**src/rtl/any1_bitfield_pipe.sv**
```systemverilog
// Two-stage pipelined ANY-1 bitfield unit: SET/CLR/CHG/INS/EXT/EXTU/FFO with valid/ready and tag.
// Optional: define ANY1_BITFIELD_FFO_EN to build the FFO priority encoder; otherwise op 6 traps like op 7.
module any1_bitfield_pipe #(
  parameter int DWIDTH = 64,
  parameter int TAGW   = 6
) (
  input  logic              clk_i,
  input  logic              rst_ni,
  input  logic              flush_i,
  input  logic              in_valid_i,
  output logic              in_ready_o,
  input  logic [2:0]        op_i,
  input  logic [DWIDTH-1:0] a_i,
  input  logic [DWIDTH-1:0] b_i,
  input  logic [DWIDTH-1:0] c_i,
  input  logic [DWIDTH-1:0] d_i,
  input  logic [TAGW-1:0]   tag_i,
  output logic              out_valid_o,
  input  logic              out_ready_i,
  output logic [DWIDTH-1:0] o_o,
  output logic [DWIDTH-1:0] masko_o,
  output logic [TAGW-1:0]   tag_o,
  output logic              exc_o
);

  localparam int LW = $clog2(DWIDTH);

  logic [LW-1:0]       mb, mw, me;
  logic [DWIDTH-1:0]   mask;
  logic [2*DWIDTH-1:0] rot_wide, ext_wide;

  logic                s1_valid, s2_valid, s1_adv, s2_adv;
  logic [2:0]          s1_op;
  logic [TAGW-1:0]     s1_tag;
  logic [DWIDTH-1:0]   s1_mask, s1_a, s1_rot, s1_ext;
  logic [LW-1:0]       s1_mb, s1_mw;

  logic [DWIDTH-1:0]   res, res_mask;
  logic                res_exc;

  assign mb = c_i[LW-1:0];
  assign mw = d_i[LW-1:0];
  assign me = mb + mw;

  // Three-way XOR yields either the contiguous field mb..me or its wrapped form.
  always_comb begin
    mask = '0;
    for (int n = 0; n < DWIDTH; n++)
      mask[n] = ((LW'(n) >= mb) ^ (LW'(n) <= me)) ^ (me >= mb);
  end

  assign rot_wide = {b_i, b_i} << mb;
  assign ext_wide = {b_i, a_i} >> mb;

  assign s2_adv      = !s2_valid || out_ready_i;
  assign s1_adv      = !s1_valid || s2_adv;
  assign in_ready_o  = s1_adv;
  assign out_valid_o = s2_valid;

  always_ff @(posedge clk_i or negedge rst_ni) begin
    if (!rst_ni) begin
      s1_valid <= 1'b0;
      s1_op    <= '0;
      s1_tag   <= '0;
      s1_mask  <= '0;
      s1_a     <= '0;
      s1_rot   <= '0;
      s1_ext   <= '0;
      s1_mb    <= '0;
      s1_mw    <= '0;
    end else if (flush_i) begin
      s1_valid <= 1'b0;
    end else if (s1_adv) begin
      s1_valid <= in_valid_i;
      if (in_valid_i) begin
        s1_op   <= op_i;
        s1_tag  <= tag_i;
        s1_mask <= mask;
        s1_a    <= a_i;
        s1_rot  <= rot_wide[2*DWIDTH-1:DWIDTH];
        s1_ext  <= ext_wide[DWIDTH-1:0];
        s1_mb   <= mb;
        s1_mw   <= mw;
      end
    end
  end

`ifdef ANY1_BITFIELD_FFO_EN
  logic [DWIDTH-1:0] ffo_bits, ffo_res;
  logic [LW-1:0]     ffo_pos;
  logic              ffo_hit;

  // Ascending scan: the last hit wins, giving the most-significant set bit.
  always_comb begin
    ffo_bits = s1_a & s1_mask;
    ffo_pos  = '0;
    ffo_hit  = 1'b0;
    for (int n = 0; n < DWIDTH; n++) begin
      if (ffo_bits[n]) begin
        ffo_pos = LW'(n);
        ffo_hit = 1'b1;
      end
    end
    ffo_res = ffo_hit ? (DWIDTH'(ffo_pos) - DWIDTH'(s1_mb)) : '1;
  end
`endif

  always_comb begin
    res      = '0;
    res_mask = s1_mask;
    res_exc  = 1'b0;
    case (s1_op)
      3'd0: res = s1_a | s1_mask;
      3'd1: res = s1_a & ~s1_mask;
      3'd2: res = s1_a ^ s1_mask;
      3'd3: res = (s1_rot & s1_mask) | (s1_a & ~s1_mask);
      3'd4, 3'd5: begin
        for (int n = 0; n < DWIDTH; n++) begin
          if (LW'(n) <= s1_mw)
            res[n] = s1_ext[n];
          else
            res[n] = (s1_op == 3'd4) ? s1_ext[s1_mw] : 1'b0;
        end
      end
      3'd6: begin
`ifdef ANY1_BITFIELD_FFO_EN
        res = ffo_res;
`else
        res_mask = '0;
        res_exc  = 1'b1;
`endif
      end
      default: begin
        res_mask = '0;
        res_exc  = 1'b1;
      end
    endcase
  end

  // Outputs only load on a real hand-off, so they hold while the consumer stalls.
  always_ff @(posedge clk_i or negedge rst_ni) begin
    if (!rst_ni) begin
      s2_valid <= 1'b0;
      o_o      <= '0;
      masko_o  <= '0;
      tag_o    <= '0;
      exc_o    <= 1'b0;
    end else if (flush_i) begin
      s2_valid <= 1'b0;
    end else if (s2_adv) begin
      s2_valid <= s1_valid;
      if (s1_valid) begin
        o_o     <= res;
        masko_o <= res_mask;
        tag_o   <= s1_tag;
        exc_o   <= res_exc;
      end
    end
  end

  logic unused_bits;
  assign unused_bits = ^{c_i[DWIDTH-1:LW], d_i[DWIDTH-1:LW], s1_mb,
                         rot_wide[DWIDTH-1:0], ext_wide[2*DWIDTH-1:DWIDTH]};

endmodule

```
**config.mk**
```make
export PLATFORM = sky130hd
export DESIGN_NAME = any1_bitfield_pipe
export DESIGN_NICKNAME = d
export VERILOG_FILES = /design/src/rtl/any1_bitfield_pipe.sv
export SDC_FILE = /design/constraint.sdc
export NUM_CORES = 2
export LEC_CHECK = 0
export BUFFER_PORTS_ARGS = -buffer_cell sky130_fd_sc_hd__buf_2
export CAP_MARGIN = 15
export CORE_MARGIN = 3
export CORE_UTILIZATION = 35
export DETAILED_ROUTE_END_ITERATION = 8
export PLACE_DENSITY = 0.61
export SLEW_MARGIN = 20
export SYNTH_ARGS = -nofsm -noshare
export SYNTH_HDL_FRONTEND = slang
export SYNTH_SLANG_ARGS = --single-unit
```
**constraint.sdc**
```tcl
create_clock -name clk_i -period 6.6 [get_ports clk_i]
set_input_delay 0.99 -clock clk_i [delete_from_list [all_inputs] [get_ports clk_i]]
set_output_delay 0.99 -clock clk_i [all_outputs]
set_load 0.01 [all_outputs]
```
# ---- After elaboration in Yosys (flattened, before gate mapping)
# Index checks and enable logic that the tools add are counted.
dict set report classes {
  shift 2
  addsub 1
  reduce_logical 11
  bitwise_logic 135
  muxes 74
  eq_ne 5
  magnitude_cmp 194
}
# operator n
set ops {}
lappend ops {{6-bit <= comparator (first input constant)} 64}
lappend ops {{64-bit case mux with 5 select lines} 1}
lappend ops {{6-bit >= comparator (first input constant)} 32}
lappend ops {{5-bit by 6-bit <= comparator with 1-bit output (first input constant)} 32}
lappend ops {{64-bit AND} 2}
lappend ops {{64-bit OR} 2}
lappend ops {{128-bit by 6-bit left shift with 128-bit output} 1}
lappend ops {{128-bit by 6-bit >> shifter with 64-bit output} 1}
lappend ops {{1-bit XOR} 128}
lappend ops {{5-bit by 6-bit >= comparator with 1-bit output (first input constant)} 16}
lappend ops {{4-bit by 6-bit <= comparator with 1-bit output (first input constant)} 16}
lappend ops {{1-bit two-way mux} 71}
lappend ops {{64-bit two-way mux} 1}
lappend ops {{64-bit inverter} 1}
lappend ops {{64-bit XOR} 1}
lappend ops {{4-bit by 6-bit >= comparator with 1-bit output (first input constant)} 8}
lappend ops {{3-bit by 6-bit <= comparator with 1-bit output (first input constant)} 8}
lappend ops {{3-bit by 6-bit >= comparator with 1-bit output (first input constant)} 4}
lappend ops {{1-bit by 6-bit <= comparator with 1-bit output (first input constant)} 4}
lappend ops {{2-bit by 6-bit <= comparator with 1-bit output (first input constant)} 4}
lappend ops {{1-bit by 6-bit >= comparator with 1-bit output (first input constant)} 2}
lappend ops {{2-bit by 6-bit >= comparator with 1-bit output (first input constant)} 2}
lappend ops {{6-bit by 7-bit < comparator with 1-bit output (second input constant)} 1}
lappend ops {{6-bit adder} 1}
lappend ops {{other kinds (13)} 19}
dict set report totals {
  wordCells 435
  out_inout_bits 137
  reg_bits 408
}

# ---- Depth between registers and ports, before layout
dict set report logic_depth {
  word_depth 5
  depth_mapped 19
  ltp_nobuf 15
}

# ---- Least setup slack after synthesis
# Ideal clock, no wire load.
dict set report synth_timing {
  kind {input port to flip-flop}
  from {input port c_i[1]}
  to {register s1_mask[54]}
  arrival_ps 4250
  required_time_ps 6463
  setup_time_ps 137
  path_buffers 5
  slack_ps 2213
  path_stages 19
  path_cell_list {buf_2 buf_2 buf_2 inv_1 fa_1 nand2b_1 a21oi_1 xnor2_1 inv_2 ha_1 o21ai_0 nor2_1 nor2_1 o31ai_1 buf_2 buf_2 xnor2_1 xnor2_1 o21ai_0}
}
dict set report synth_between {
  elab_chain_len 4
  elab_cells_between_ends 6
  cone_classes {1 x add/sub; 3 x order compare; 2 x bitwise}
}
# element line
set synth_rtl {}
lappend synth_rtl {{start: declaration} 15} ;# input logic [DWIDTH-1:0] c_i,
lappend synth_rtl {{6-bit adder} 43} ;# assign me = mb + mw;
lappend synth_rtl {{6-bit <= comparator} 49} ;# mask[n] = ((LW'(n) >= mb) ^ (LW'(n) <= me)) ^ (me >= mb);
lappend synth_rtl {{1-bit XOR} 49}
lappend synth_rtl {{1-bit XOR (*)} 49}
lappend synth_rtl {{end signal: assignment} 78} ;# s1_mask <= mask;
lappend synth_rtl {{end: declaration} 35} ;# logic [DWIDTH-1:0] s1_mask, s1_a, s1_rot, s1_ext;
# Mark *: on every way between the ends. The rest lies on a longest branch, timed or not.
# A chain may end at the register's enable or synchronous reset.

# ---- Worst setup path after layout
dict set report layout_timing {
  from {input port c_i[1]}
  to {register s1_mask[39]}
}
# Same word-level chain as after synthesis.

==> qor.yml <==
clocking:
  cts_root_buf: "clkbuf_16"
  max-clock-path-buffers: 3
  holdBufCountCts: 0
  cts_inserted_buffers: 51
  cts_tree: "done"
  cts_sinks: 408
  htree_num_levels: 2
  clk_pin_slew_ns: 0.06
  clk_latency_ns: 0.63
  cts-resized-gates: 0
  post-cts-setup-buffers: 0
timing:
  finClkSkew_ns: 0.05047
  fmax_mhz: 207.9
  final_max_slew_viol_count: 0
  period_share_pct: 72.89
  hold_viol: 0
  setup_viol: 0
  setup_tns_ns: 0
  worstMarginPinSlew_ns: 1.162
  grt_setup_unrepaired: "false"
  fin_crit_ns: 4.811
  slew_headroom_pct: 22.53
worst_setup_path:
  end_kind: "flip-flop"
  r2r_start: "s1_mw[1]"
  startpoint: "c_i[1]"
  startpoint_type: "input pin"
  critPathMaxFanout: 56
  criticalPathCategory: "input pin to flip-flop"
  worstPathArrival_ns: 5.31
  crit_required_ns: 7.10
placed_design:
  place.port_buffers: 290
  hpwl_um: 130700
  routabilityCongestion: 1.036
  place_inst: 5328
final_layout:
  nets: 4504
  drive_above_1_share_pct: 18.71
  layoutNonFillerInstCount: 5429
  area_growth_pct: 11.20
global_routing:
  grtUsageMet3_pct: 9.683
  grt_use_total_pct: 31.66
  use_met1_pct: 43.35
  gr-total-overflow: 0
  grt_pass1_vias: 31360
  grt_max_degree: 176
  grt-busiest-layer: "met2"
  grt_antenna_before_repair: 17
  use_met2_pct: 46.06
  grt_pass1_wl_um: 237300
yosys:
  ys_types: 83
  yosysMostFrequentCell: "nand2_1"
  synth_top_cell_area_share_pct: 28.94
  yosysTopAreaCell: "dfrtp_1"
  yosys-top-cells-area: "dfrtp_1, mux4_2, nand2_1"
  ys_ff_latch: 408
  yosysSeqAreaShare_pct: 28.94
  synth_nets: 4447
  synth-main-ff-cell: "dfrtp_1"
  synthCells: 4038
  synth_area_per_cell_um2: 8.737
  synthTopCellsByCount: "nand2_1, nor2_1, dfrtp_1"
  synthesis.area_mm2: 0.03528
  async_flop_share_pct: 100.0
  ys_warn_count: 0
  synth_edf_count: 0
floorplanning:
  coreArea_mm2: 0.09914
  start_util_pct: 35.59
  fp.dieArea_mm2: 0.1046
  die_h_um: 323.5
  pin_count: 407
  die-width_um: 323.5
  fp-row-count: 115
detailed_routing:
  via_per_inst: 6.308
  vias: 34250
  drc: 0
  antenna_left: 0
  routedWlPerCell_um: 31.31
  wl_um: 170000
  firstDrtPassIters: 6
  drt_iter0_drc: 4729
run:
  max_cap_violations: 0
pwr:
  p_leak_nw: 16.97
  p_total_mw: 12.30
  p_per_area_mw_per_mm2: 313.5
  peakVddDrop_uv: 211.7
worst_hold_path:
  worstHoldPathType: "input pin to asynchronous set/reset pin"
outcome:
  outcome: "complete, no violations"
report_power, final:
group | switching [mW] | internal [mW]
registers | 0.966 | 3.15
clock network | 1.28 | 1.79
logic | 3.23 | 1.89
worst max-delay path: stages:
cell and delay (ns):
clkbuf_8 0.38, inv_1 0.31, fa_1 0.54, nand2b_1 0.17, a21oi_1 0.23, xnor2_2 0.14, buf_4 0.31, inv_2 0.11
ha_1 0.29, o21ai_0 0.14, o31ai_4 0.88, buf_4 0.36, xor2_1 0.20, xnor2_1 0.15, o21ai_1 0.07
cell usage in the layout, fill, tap and decap left out, types with 27 or more instances in the layout:
cell type,count
xor2_1,28
clkbuf_16,51
buf_2,284
mux2i_1,220
ha_1,138
nand3_1,27
nand2_1,644
a21oi_1,224
o211ai_1,34
inv_1,168
o21ai_0,290
dfrtp_1,406
xnor2_1,101
a31oi_1,38
buf_4,55
o21ai_1,159
a22oi_1,97
nor2_1,503
mux4_2,231
per-layer routing:
layer,up-vias,wire [um],share of wire [%]
li1,14600,-,-
met1,16860,67500,40
met2,2404,70510,41
met3,370,22860,13
met4,14,9033,5.3
met5,-,103,0.061
flip-flops by register name, indices dropped and copies added (netlist names), 3 cells and up:
name / flops
s1_mask: 64
s1_tag: 6
o_o: 64
s1_op: 3
tag_o: 6
masko_o: 64
s1_rot: 64
s1_mw: 6
s1_a: 64
s1_ext: 64
through the flow:
step                      util (%)  hold slack [ns]  setup slack (ns)  instance area, um2
final                        39.57           0.3720             1.789               39230
after global routing         39.56           0.4055             1.605               39220
after CTS                    39.52           0.3849             1.860               39180
after detailed placement     37.71           0.4517             1.186               37380
after global placement       37.70           0.4491             1.300               37380
after floorplan                  -           0.4386             2.213               35280
kinds of logic after synthesis:
family                   Yosys count  share of synthesized area [%]
AO/OA/AOI/OAI                   1070                          18.89
XOR/XNOR                         130                          3.227
adder cells (fa/ha/maj)          139                          4.951
buffers and inverters            523                          6.454
flip-flops                       408                          28.94
multiplexers                     503                          23.21
AND/OR/NAND/NOR                 1265                          14.33
area by class of cell:
class | count | area, um2
fillers | 10170 | 59910
multi-input cells | 3107 | 22870
flip-flops and latches | 408 | 10210
repair buffers | 351 | 2048
well taps | 1287 | 1610
clock buffers | 65 | 1399
inverters | 176 | 671.9
clock inverters | 29 | 401.6
diodes | 6 | 15.01
path summary, 6_finish.rpt:
path / to / slack, ns / cells past startpoint
max in group asynchronous: s1_ext[44] / 4.87 / 2
worst max register to register: o_o[43] / 2.95 / 9
worst max-delay path: s1_mask[39] / 1.79 / 15
worst min register to register: tag_o[0] / 0.46 / 2
min in group clk_i: tag_o[0] / 0.46 / 2
worst min-delay path: s1_rot[14] / 0.37 / 1
No activity file was read; power rests on OpenSTA's default activity.
